--- src/rtl/cpu_io_bridge_pkg.sv ---
// Shared constants and status packing for the core-to-host I/O bridge.
// Status word layout: {overflow, underflow, rx_nonempty, tx_full}.
package io_bridge_pkg;

  localparam int DATA_W = 16;
  localparam int DEPTH  = 4;
  localparam int ADDR_W = $clog2(DEPTH);

  localparam int STAT_OVF  = 3;
  localparam int STAT_UNF  = 2;
  localparam int STAT_RXNE = 1;
  localparam int STAT_TXF  = 0;

  function automatic logic [3:0] pack_status(
    input logic ovf,
    input logic unf,
    input logic rxne,
    input logic txf
  );
    logic [3:0] s;
    s            = '0;
    s[STAT_OVF]  = ovf;
    s[STAT_UNF]  = unf;
    s[STAT_RXNE] = rxne;
    s[STAT_TXF]  = txf;
    return s;
  endfunction

endpackage

--- src/rtl/cpu_io_bridge_if.sv ---
// Core-side strobes and host-side valid/ready channels of the I/O bridge.
// The bridge takes the slave view; the core/host environment takes the master view.
interface cpu_io_bridge_if #(
  parameter int DATA_W = io_bridge_pkg::DATA_W
);
  logic [DATA_W-1:0] cpu_out_data;
  logic              cpu_out_write;
  logic              cpu_in_read;
  logic [DATA_W-1:0] cpu_in_data;
  logic [3:0]        cpu_status;
  logic [DATA_W-1:0] host_tx_data;
  logic              host_tx_valid;
  logic              host_tx_ready;
  logic [DATA_W-1:0] host_rx_data;
  logic              host_rx_valid;
  logic              host_rx_ready;

  modport master (
    output cpu_out_data, cpu_out_write, cpu_in_read,
    output host_tx_ready, host_rx_data, host_rx_valid,
    input  cpu_in_data, cpu_status, host_tx_data, host_tx_valid, host_rx_ready
  );

  modport slave (
    input  cpu_out_data, cpu_out_write, cpu_in_read,
    input  host_tx_ready, host_rx_data, host_rx_valid,
    output cpu_in_data, cpu_status, host_tx_data, host_tx_valid, host_rx_ready
  );
endinterface

--- src/rtl/cpu_io_bridge_fifo.sv ---
// Show-ahead synchronous FIFO; push visible at head one cycle later, flags decode the registered count.
// Caller qualifies push/pop: no internal overflow/underflow protection.
module sync_fifo #(
  parameter int  DATA_W = io_bridge_pkg::DATA_W,
  parameter int  DEPTH  = io_bridge_pkg::DEPTH,
  localparam int ADDR_W = $clog2(DEPTH)
) (
  input  logic              CLK,
  input  logic              Reset,
  input  logic              push,
  input  logic [DATA_W-1:0] push_data,
  input  logic              pop,
  output logic [DATA_W-1:0] head,
  output logic              full,
  output logic              empty,
  output logic [ADDR_W:0]   count
);

  localparam logic [ADDR_W:0]   FULL_CNT = (ADDR_W+1)'(DEPTH);
  localparam logic [ADDR_W:0]   CNT_ONE  = (ADDR_W+1)'(1);
  localparam logic [ADDR_W-1:0] PTR_ONE  = ADDR_W'(1);

  logic [DATA_W-1:0] mem [DEPTH];
  logic [ADDR_W-1:0] wr_ptr;
  logic [ADDR_W-1:0] rd_ptr;

  always_ff @(posedge CLK) begin
    if (Reset) begin
      wr_ptr <= '0;
      rd_ptr <= '0;
      count  <= '0;
    end else begin
      if (push) wr_ptr <= wr_ptr + PTR_ONE;
      if (pop)  rd_ptr <= rd_ptr + PTR_ONE;
      if (push && !pop)      count <= count + CNT_ONE;
      else if (!push && pop) count <= count - CNT_ONE;
    end
  end

  // Storage is left unreset; the count decides what is meaningful.
  always_ff @(posedge CLK) begin
    if (push && !Reset) mem[wr_ptr] <= push_data;
  end

  assign head  = mem[rd_ptr];
  assign full  = (count == FULL_CNT);
  assign empty = (count == '0);

endmodule

--- src/rtl/cpu_io_bridge.sv ---
// Core/host I/O bridge: TX FIFO (core->host) and RX FIFO (host->core), 1-cycle push-to-head latency.
// host_tx_valid/host_rx_ready come from registered counts; overflow drops, underflow ignored, both sticky.
module cpu_io_bridge
  import io_bridge_pkg::*;
(
  input logic            CLK,
  input logic            Reset,
  cpu_io_bridge_if.slave bus
);

  localparam logic [ADDR_W:0] FULL_CNT = (ADDR_W+1)'(DEPTH);

  logic [DATA_W-1:0] tx_head, rx_head;
  logic              tx_full, tx_empty, rx_full, rx_empty;
  logic [ADDR_W:0]   tx_count, rx_count;
  logic              tx_push, tx_pop, rx_push, rx_pop;
  logic              ovf_q, unf_q;

  // A full TX FIFO still accepts a write when the host drains the head in the same cycle.
  assign tx_pop  = !tx_empty && bus.host_tx_ready;
  assign tx_push = bus.cpu_out_write && (!tx_full || tx_pop);
  assign rx_push = bus.host_rx_valid && !rx_full;
  assign rx_pop  = bus.cpu_in_read && !rx_empty;

  sync_fifo #(.DATA_W(DATA_W), .DEPTH(DEPTH)) u_tx_fifo (
    .CLK       (CLK),
    .Reset     (Reset),
    .push      (tx_push),
    .push_data (bus.cpu_out_data),
    .pop       (tx_pop),
    .head      (tx_head),
    .full      (tx_full),
    .empty     (tx_empty),
    .count     (tx_count)
  );

  sync_fifo #(.DATA_W(DATA_W), .DEPTH(DEPTH)) u_rx_fifo (
    .CLK       (CLK),
    .Reset     (Reset),
    .push      (rx_push),
    .push_data (bus.host_rx_data),
    .pop       (rx_pop),
    .head      (rx_head),
    .full      (rx_full),
    .empty     (rx_empty),
    .count     (rx_count)
  );

  always_ff @(posedge CLK) begin
    if (Reset) begin
      ovf_q <= 1'b0;
      unf_q <= 1'b0;
    end else begin
      if (bus.cpu_out_write && tx_full && !tx_pop) ovf_q <= 1'b1;
      if (bus.cpu_in_read && rx_empty)             unf_q <= 1'b1;
    end
  end

  assign bus.host_tx_data  = tx_head;
  assign bus.host_tx_valid = !tx_empty;
  assign bus.host_rx_ready = !rx_full;
  assign bus.cpu_in_data   = rx_empty ? '0 : rx_head;
  assign bus.cpu_status    = pack_status(ovf_q, unf_q, (rx_count != '0), (tx_count == FULL_CNT));

endmodule

--- src/flat_wrapper.sv ---
// flat-port wrapper written by rule: the top's interface ports become plain ports
module cpu_io_bridge_flat import io_bridge_pkg::*;
  (CLK, Reset, bus_cpu_out_data, bus_cpu_out_write, bus_cpu_in_read, bus_host_tx_ready, bus_host_rx_data, bus_host_rx_valid, bus_cpu_in_data, bus_cpu_status, bus_host_tx_data, bus_host_tx_valid, bus_host_rx_ready);
  cpu_io_bridge_if #(.DATA_W(DATA_W)) bus_i ();
  input logic CLK;
  input logic Reset;
  input wire logic [$bits(bus_i.cpu_out_data)-1:0] bus_cpu_out_data;
  input wire logic [$bits(bus_i.cpu_out_write)-1:0] bus_cpu_out_write;
  input wire logic [$bits(bus_i.cpu_in_read)-1:0] bus_cpu_in_read;
  input wire logic [$bits(bus_i.host_tx_ready)-1:0] bus_host_tx_ready;
  input wire logic [$bits(bus_i.host_rx_data)-1:0] bus_host_rx_data;
  input wire logic [$bits(bus_i.host_rx_valid)-1:0] bus_host_rx_valid;
  output wire logic [$bits(bus_i.cpu_in_data)-1:0] bus_cpu_in_data;
  output wire logic [$bits(bus_i.cpu_status)-1:0] bus_cpu_status;
  output wire logic [$bits(bus_i.host_tx_data)-1:0] bus_host_tx_data;
  output wire logic [$bits(bus_i.host_tx_valid)-1:0] bus_host_tx_valid;
  output wire logic [$bits(bus_i.host_rx_ready)-1:0] bus_host_rx_ready;
  assign bus_i.cpu_out_data = bus_cpu_out_data;
  assign bus_i.cpu_out_write = bus_cpu_out_write;
  assign bus_i.cpu_in_read = bus_cpu_in_read;
  assign bus_i.host_tx_ready = bus_host_tx_ready;
  assign bus_i.host_rx_data = bus_host_rx_data;
  assign bus_i.host_rx_valid = bus_host_rx_valid;
  assign bus_cpu_in_data = bus_i.cpu_in_data;
  assign bus_cpu_status = bus_i.cpu_status;
  assign bus_host_tx_data = bus_i.host_tx_data;
  assign bus_host_tx_valid = bus_i.host_tx_valid;
  assign bus_host_rx_ready = bus_i.host_rx_ready;
  cpu_io_bridge u_core (.CLK(CLK), .Reset(Reset), .bus(bus_i));
endmodule
--- config.mk ---
export PLATFORM = sky130hd
export DESIGN_NAME = cpu_io_bridge_flat
export DESIGN_NICKNAME = d
export VERILOG_FILES = /design/src/rtl/cpu_io_bridge_pkg.sv /design/src/rtl/cpu_io_bridge_if.sv /design/src/rtl/cpu_io_bridge_fifo.sv /design/src/rtl/cpu_io_bridge.sv /design/src/flat_wrapper.sv
export SDC_FILE = /design/constraint.sdc
export NUM_CORES = 1
export LEC_CHECK = 0
export ABC_AREA = 0
export CORE_ASPECT_RATIO = 1.5
export CORE_UTILIZATION = 55
export CTS_CLUSTER_DIAMETER = 50
export DETAILED_ROUTE_END_ITERATION = 8
export PLACE_DENSITY = 0.8
export SYNTH_ARGS = -nofsm -noshare
export SYNTH_HDL_FRONTEND = slang
export SYNTH_SLANG_ARGS = --single-unit
--- constraint.sdc ---
create_clock -name CLK -period 6.9 [get_ports CLK]
set_input_delay 0.69 -clock CLK [delete_from_list [all_inputs] [get_ports CLK]]
set_output_delay 0.69 -clock CLK [all_outputs]
set_load 0.005 [all_outputs]
Yosys cells after proc, flatten, opt, wreduce, memory -nomap -nowiden
Memory sizes are Yosys's and may differ from the RTL's. A register that Yosys moved wholly into a read port is not among the register bits.
Index checks and enable logic that the tools add are counted.
{"block": "totals", "ram_bits": 128, "input_bits": 38, "out_inout_bits": 38, "register_bits": 16, "word_cells": 61, "n_memories": 2}
{"block": "op_classes", "add_sub_neg": 8, "reduce_logical": 28, "eq_ne": 2, "muxes": 13}
{"name": "u_core.u_rx_fifo.mem", "words": 4, "word_bits": 16, "rd": 1, "rd_ports_with_merged_regs": 1, "write_ports": 1, "line_no": "cpu_io_bridge_fifo.sv:23", "text": "logic [DATA_W-1:0] mem [DEPTH];"}
{"name": "u_core.u_tx_fifo.mem", "words": 4, "word_bits": 16, "rd": 1, "rd_ports_with_merged_regs": 1, "write_ports": 1, "line_no": "cpu_io_bridge_fifo.sv:23"}
{"op": "$mux W16", "n": 1}
{"op": "$logic_and A1 B1 Y1", "n": 13}
{"op": "$mux W3", "n": 4}
{"op": "$logic_not A1 Y1", "n": 9}
{"op": "$add A2 B1 Y2 const B", "n": 4}
{"op": "$mux W2", "n": 4}
{"op": "$add A3 B1 Y3 const B", "n": 2}
{"op": "$eq A3 B3 Y1 const B", "n": 2}
{"op": "$logic_not A3 Y1", "n": 2}
{"op": "$sub A3 B1 Y3 const B", "n": 2}
{"op": "$mux W1", "n": 4}
{"op": "$reduce_bool A2 Y1", "n": 2}
{"op": "$reduce_bool A3 Y1", "n": 1}
{"op": "$logic_or A1 B1 Y1", "n": 1}

Longest topological paths before layout
{"block": "logic_depth", "ltp_word": 9, "ltp_mapped": 9, "mapped_depth_nobuf": 9}

Cells and area by module
From an unflattened synthesis, not the netlist that was laid out.
{"block": "hier_totals", "cells_unflattened": 292, "area_unflattened_um2": 5811.8}
{"mod": "sync_fifo", "area_per_inst_um2": 2781.4, "seq_area_each_um2": 2102.0, "n_inst": 2, "cells_each": 129}
{"mod": "cpu_io_bridge", "area_per_inst_um2": 249.0, "seq_area_each_um2": 40.0, "n_inst": 1, "cells_each": 34}

Least setup slack after synthesis
Ideal clock, no wire load.
{"block": "synth_path", "kind": "in2reg", "from": "in Reset", "to": "mem u_core.u_rx_fifo.mem[0][0], enable pin", "required_time_ns": 6.487, "arrival_time_ns": 2.335, "setup_time_ns": 0.413, "path_buffers": 2, "path_stages": 3, "slack_ns": 4.152, "cell_sequence": "clkbuf_1 > buf_1 > nor3b_1"}
{"block": "synth_via", "elab_chain_cells": 4}
{"element": "from (decl)", "line_no": "flat_wrapper.sv:6", "text": "input logic Reset;"}
{"element": "$logic_not A1 Y1", "line_no": "cpu_io_bridge_fifo.sv:42", "text": "if (push && !Reset) mem[wr_ptr] <= push_data;"}
{"element": "$logic_and A1 B1 Y1", "line_no": "cpu_io_bridge_fifo.sv:42"}
{"element": "$mux W1", "line_no": "cpu_io_bridge_fifo.sv:42"}
{"element": "$mux W1 (implied by the code)", "line_no": "cpu_io_bridge_fifo.sv:42"}
{"element": "to (decl)", "line_no": "cpu_io_bridge_fifo.sv:23"}
Every way passes these cells.

==> impl_metrics.env <==
export IMPL_avgSynthCellArea_sq_um=19.6
export IMPL_hold_viol=0
export IMPL_critical_path_top_delay_family="flip-flops"
export IMPL_antenna_found_initial=0
export IMPL_first_pass_iters=4
export IMPL_clkPwrFrac_pct=34.1
export IMPL_cp_max_fo=16
export IMPL_nNetsFinal=433
export IMPL_holdCritStartpoint="u_core.ovf_q"
export IMPL_worstSkewPairLatency_ns=0.42
export IMPL_htree_num_levels=4
export IMPL_synth_area_leaders="edfxtp_1 66%, mux4_2 12%, dfxtp_1 6.9%"
export IMPL_route_detailed_drc=0
export IMPL_grt_pass1_wl_um=15700
export IMPL_swShare_pct=25.1
export IMPL_path_buf_inv=1
export IMPL_cap_violations=0
export IMPL_initial_utilization_pct=56.8
export IMPL_final_cell_mix="128 x edfxtp_1, 75 x clkdlybuf4s50_1, 32 x mux4_2, 20 x dfxtp_1, 17 x clkbuf_16"
export IMPL_place_congestion=0.741
export IMPL_worstMarginPinSlew_ns=1.10
export IMPL_drt_initial_drc_count=156
export IMPL_via_per_inst=5.51
export IMPL_dpl_hpwl_um=6260
export IMPL_yosys_cell_types_count=32
export IMPL_cp_end_kind="primary output"
export IMPL_die_w_um=85.8
export IMPL_die_h_um=128
export IMPL_grt_overflow=0
export IMPL_r2r_cells=9
export IMPL_skew_ns=0.00738
export IMPL_p_switching_mw=0.699
export IMPL_ir_worst_vdd_mv=0.255
export IMPL_route_vias_total=2958
export IMPL_drt_wl_total_um=9820
export IMPL_power_density_mw_per_mm2=378
export IMPL_placed_cells=505
export IMPL_syn_to_final_growth_pct=27.1
export IMPL_fmax_mhz=294
export IMPL_crit_required_ns=6.21
export IMPL_cts_setup_buffers=0
export IMPL_arrival_ns=2.71
export IMPL_clock_sinks=148
export IMPL_cts_root_buf="clkbuf_16"
export IMPL_seq_power_share_pct=41.5
export IMPL_setup_viol=0
export IMPL_setup_tns_ns=0
export IMPL_drv_slew=0
export IMPL_antennaDiodeCount=0
export IMPL_netlist_area_sq_mm=0.00579
export IMPL_synthDominantCellAreaShare_pct=66.4
export IMPL_leakagePower_nw=2.45
export IMPL_intPower_mw=2.08
export IMPL_final_period_utilization_pct=49.3
export IMPL_mostFrequentLayoutCell="edfxtp_1"
export IMPL_cts_tree="done"
export IMPL_cts_clk_slew_worst_paths_ns=0.06
export IMPL_fin_crit_ns=3.40
export IMPL_reg2reg_from="u_core.u_tx_fifo.count[0]"
export IMPL_row_count=45
export IMPL_num_io_pins=76
export IMPL_outcome="finished clean"
export IMPL_synth_warnings=0
export IMPL_floorplan_die_area_sq_mm=0.0109
export IMPL_fp_coreArea_sq_mm=0.0102
export IMPL_r2r_slack_ns=4.54
export IMPL_wl_per_cell_um=18.3
export IMPL_grt_pass1_vias=3102
export IMPL_r2r_end="u_core.u_tx_fifo.count[2]"
export IMPL_rsz0062_at_grt="no"
export IMPL_portBuffers=75
export IMPL_ys_seq_elements=148
export IMPL_crit_path_cell_trace="mux4_2, nor2b_1, clkdlybuf4s50_1"
export IMPL_critical_path_class="register to primary output"
export IMPL_numCtsBuffers=17
export IMPL_relSlewSlack_pct=26.9
export IMPL_cts_resized=0
export IMPL_grt_max_degree=31
export IMPL_yosys_area_top_type="edfxtp_1"
export IMPL_ant_nets=0
export IMPL_drive_above_1_share_pct=22.2
export IMPL_grt_usage_pct=20.1
export IMPL_cts_max_path_buffers=2
export IMPL_syn_nets=345
export IMPL_crit_path_max_incr_delay_ns=1.03
export IMPL_yosysSeqAreaShare_pct=73.3
export IMPL_start_kind="register"
export IMPL_p_comb_share_pct=24.4
export IMPL_hold_path_class="register to register"
export IMPL_holdPathStages=2
export IMPL_netlist_instances=295
export IMPL_instances_no_fill=537
export IMPL_fillers=632
export IMPL_slowest_stage="dfxtp_1"
export IMPL_holdPathEnd="u_core.ovf_q"
export IMPL_cts_hold_buf=0
==> cell families (layout without fill, tap and decap cells) <==
family | count (synthesis) | after routing | share of synthesized area [%]
flip-flops | 148 | 148 | 73.3
XOR/XNOR | 7 | 7 | 1.06
AO/OA/AOI/OAI | 11 | 11 | 1.10
AND/OR/NAND/NOR | 54 | 54 | 5.71
multiplexers | 38 | 38 | 13.7
buffers and inverters | 25 | 126 | 2.27
adder cells (fa/ha/maj) | 12 | 12 | 2.85
==> per-stage QoR <==
step	total power, mW	hold slack (ns)	util (%)	instance area (sq um)	worst slack, ns
floorplan	1.53	0.438	-	5790	4.15
global placement	1.84	0.452	66.1	6740	3.86
detailed placement	1.86	0.479	66.1	6740	3.87
CTS	2.81	0.492	72.2	7360	3.40
global route	2.91	0.528	72.2	7360	3.29
finish	2.78	0.490	72.2	7360	3.50
==> state kept, by name, indices dropped and copies added, names as in the netlist, named ones only <==
signal	cells
u_core.u_tx_fifo.mem	64
u_core.u_rx_fifo.count	3
u_core.u_tx_fifo.count	3
u_core.unf_q	1
u_core.u_rx_fifo.rd_ptr	2
u_core.u_tx_fifo.rd_ptr	2
u_core.u_rx_fifo.mem	64
u_core.u_rx_fifo.wr_ptr	2
u_core.ovf_q	1
u_core.u_tx_fifo.wr_ptr	2
==> area by class of cell <==
| type | count | area [sq um] | share of cell area (%) |
|---|---|---|---|
| Sequential cell | 148 | 4240 | 57.7 |
| Multi-Input combinational cell | 122 | 1460 | 19.8 |
| Timing Repair Buffer | 85 | 826 | 11.2 |
| Clock buffer | 20 | 437 | 5.94 |
| Clock inverter | 12 | 180 | 2.45 |
| Tap cell | 141 | 176 | 2.40 |
| Inverter | 9 | 36.3 | 0.493 |
==> per-layer routing <==
metal  vias up  wire length [um]  global-route usage (%)
met4         0               204                    9.90
met1      1521              3740                    22.2
met5         -                 0                       0
met3        22               435                    5.10
met2        92              5440                    35.8
li1       1323                 -                       -
==> power groups by stage <==
| stage | combinational, mW | sequential (mW) | clock (mW) |
|---|---|---|---|
| 3_5_place_dp | 0.680 | 1.18 | 0 |
| 4_1_cts | 0.689 | 1.16 | 0.963 |
| 6_report | 0.678 | 1.16 | 0.949 |
| 2_1_floorplan | 0.425 | 1.10 | 0 |
| 3_3_place_gp | 0.664 | 1.17 | 0 |
| 5_1_grt | 0.734 | 1.17 | 1.00 |
==> worst min-delay path: cells and delay by family (launching register included) <==
family | cells | cell delay [ns]
DFF | 1 | 0.33
and+or+nand+nor | 1 | 0.08
AOI/OAI and AO/OA | 1 | 0.04
==> how the worst max path moves through the flow <==
stage	startpoint	slack (ns)	cells past startpoint	to
after detailed placement	register	3.87	3	bus_cpu_in_data[4]
after CTS	register	3.40	3	bus_cpu_in_data[6]
final	register	3.50	3	bus_cpu_in_data[6]
after global routing	register	3.29	3	bus_cpu_in_data[6]
after floorplan	Reset	4.15	3	u_core.u_rx_fifo.mem[0][0]
after global placement	register	3.86	3	bus_cpu_in_data[8]
==> Yosys cell counts <==
master / instances
or3b_4: 1
nor2_1: 15
mux4_2: 32
xor2_1: 7
or3_2: 1
o21ai_0: 3
nand2_4: 1
ha_1: 10
nor3_1: 1
o311ai_0: 1
clkbuf_1: 5
buf_4: 4
buf_6: 2
edfxtp_1: 128
nand2b_1: 4
inv_2: 1
nand2_1: 1
mux2_4: 2
nand2b_2: 1
mux2i_1: 4
dfxtp_1: 20
nor2b_1: 16
buf_1: 1
or3_1: 3
o31ai_1: 2
nor4b_2: 1
buf_2: 4
fa_1: 2
inv_4: 1
nor3b_1: 9
a21oi_1: 5
inv_1: 7
No activity file was read; power rests on OpenSTA's default activity.
==> variant (same settings) <==
The package constant `DEPTH` goes from 4 to 8.
--- a/src/rtl/cpu_io_bridge_pkg.sv
+++ b/src/rtl/cpu_io_bridge_pkg.sv
@@ -5,3 +5,3 @@
   localparam int DATA_W = 16;
-  localparam int DEPTH  = 4;
+  localparam int DEPTH  = 8;
   localparam int ADDR_W = $clog2(DEPTH);
Formal check against the unedited RTL: not equivalent (Yosys sat finds a counterexample within 10 cycles, from zero or initial values and one cycle with Reset high).
==> variant against the original RTL <==
Worst setup slack lost 0.24 ns. Critical path depth grew 1. Sequential cell count grew 136. Power grew 63%. Synthesized area grew 93%. Via count grew 79%. Fmax shrank 6.6%. Wire length grew 100%. First-iteration DRC count grew 100%. Highest routed layer unchanged. Critical path type unchanged. Critical endpoint is now bus_cpu_in_data[1]. Combinational power grew 71%. Clock skew is essentially flat. Cell area grew 77%. Sequential power grew 78%.
==> variant: results (changes against the original RTL) <==
status: complete, no violations
Largest regs: u_core.u_rx_fifo.mem x128, u_core.u_tx_fifo.mem x128
DR iter-0 viols: 314 (+100%)
Fin Hold WS: 0.4876 ns (-0.002594 ns)
Crit path arrival time: 2.95 ns (+0.24 ns)
Synth cell types: 40 (+25%)
post-synthesis sequential area ratio: 0.7388 (+0.005360)
first-pass GRT wire length: 30.79 mm (+96%)
fillers: 1289 (+100%)
Yosys warning count: 0 (unchanged)
Largest stage delay, worst path: 1.08 ns (+0.05 ns)
Setup Skew: 0.007497 ns (+0.0001157 ns)
CP Max Fanout: 32 (+16)
PortBufs: 75 (unchanged)
initial antenna violation count: 0 (unchanged)
routability congestion estimate: 0.6939 (-6.3%)
global-route total usage across every layer: 0.1967 (-0.004505)
vias in the first global route: 5659 (+82%)
core area: 19860 um2 (+95%)
Tmin final: 3.640 ns (+0.2402 ns)
mux cell area share after synthesis: 0.1730 (+0.03639)
Synth Area in XOR/XNOR: 0.008629 (-0.001965)
worst skew pair latency: 0.52 ns (+0.10 ns)
Worst path slowest cell: dfxtp_2
largest net degree at the start of global routing: 33 (+6.5%)
Post-Place Setup Slack: 3.736 ns (-0.1353 ns)
vias per inst: 5.870 (+6.6%)
Max IR drop VDD: 0.0002383 V (-6.7%)
clock root cell: clkbuf_16
Post-synth EDFFs: 256 (+100%)
detailed-route wire length: 19.82 mm (+100%)
HP Class: flop to flop
delay-heaviest family, CP: flip-flops
postcts setup bufs: 0 (unchanged)
dominant cells by area after synthesis: edfxtp_1 (69%), mux4_2 (7.7%), mux4_1 (6.1%), dfxtp_1 (5.0%), mux2_2 (1.8%)
H-tree depth: 1 (-3)
Synth Area in Adders: 0.01479 (-0.01375)
total CTS buffers: 25 (+8)
Inserted Diodes: 0 (unchanged)
main combinational cell family by area after synthesis: multiplexers
asr flop ratio synth: 0 (unchanged)
Worst R2R Setup Slack: 3.79 ns (-0.75 ns)
fin nets: 677 (+56%)
share of layout cells above drive strength 1: 0.1888 (-0.03345)
Cells after DPL: 860 (+70%)
Leak Pwr: 4.126 nW (+68%)
First-pass DRT Iterations: 5 (+1)
Syn Inst Count: 546 (+85%)
Max Cap Viol: 0 (unchanged)
DP Wirelength: 11.80 mm (+88%)
Synth Area in Compound Gates: 0.008966 (-0.002061)
Post-CTS Resized: 0 (unchanged)
worst-case clock buffer depth: 3 (+1)
Main synth FF type: edfxtp_1
post-DR wirelength/cell: 22.00 um (+20%)
worst rel slew slack: 0.2183 (-0.05037)
Mapped Nets: 596 (+73%)
commonest cells in the netlist: edfxtp_1 (256), nor2_1 (49), mux4_2 (38)
variant: changes by cell type after synthesis, moves of 6 or more:
cell | before | now
nor2_1 | 15 | 49
mux4_2 | 32 | 38
buf_1 | 1 | 8
edfxtp_1 | 128 | 256
nor2b_1 | 16 | 2
mux2_2 | 0 | 18
nand3_1 | 0 | 9
dfxtp_1 | 20 | 28
mux2i_1 | 4 | 19
mux4_1 | 0 | 26
nand2_1 | 1 | 8
variant: cell families (layout without fill, tap and decap cells):
kind of cell,after synthesis,after routing
XOR/XNOR,11,11
adder cells (fa/ha/maj),12,12
flip-flops,284,284
AO/OA/AOI/OAI,16,16
AND/OR/NAND/NOR,88,88
multiplexers,101,101
buffers and inverters,34,129
variant: final timing paths:
kind | to | depth (start not counted) | start
setup / recovery | bus_cpu_in_data[1] | 4 | flop
hold / removal | u_core.unf_q | 2 | u_core.unf_q
setup reg to reg | u_core.u_rx_fifo.count[3] | 10 | u_core.u_rx_fifo.count[0]
hold reg to reg | u_core.unf_q | 2 | u_core.unf_q
variant: per-layer routing:
metal,global-route usage,routed length [um]
met3,0.03101,948
met2,0.3725,11060
met4,0.05983,307
met5,0,0
met1,0.2279,7505
variant: where the power goes:
group	switching, mW	leakage, nW	internal [mW]
logic	0.491	1.22	0.667
clock network	0.569	0.365	0.733
registers	0.107	2.54	1.96
variant: final cells by class:
cell class                 count  share of cell area
clock buffer                  27             0.04863
clock inverter                14            0.009611
inverter                       5            0.001442
multi-input combinational    228              0.2194
sequential                   284              0.6336
tap                          260             0.02499
timing repair buffer          83             0.06228
variant: through the flow:
step	power, mW	instance area (um2)
detailed placement	3.275	12260
CTS	4.577	13020
global route	4.724	13020
floorplan	2.817	11160
global placement	3.231	12260
finish	4.530	13020
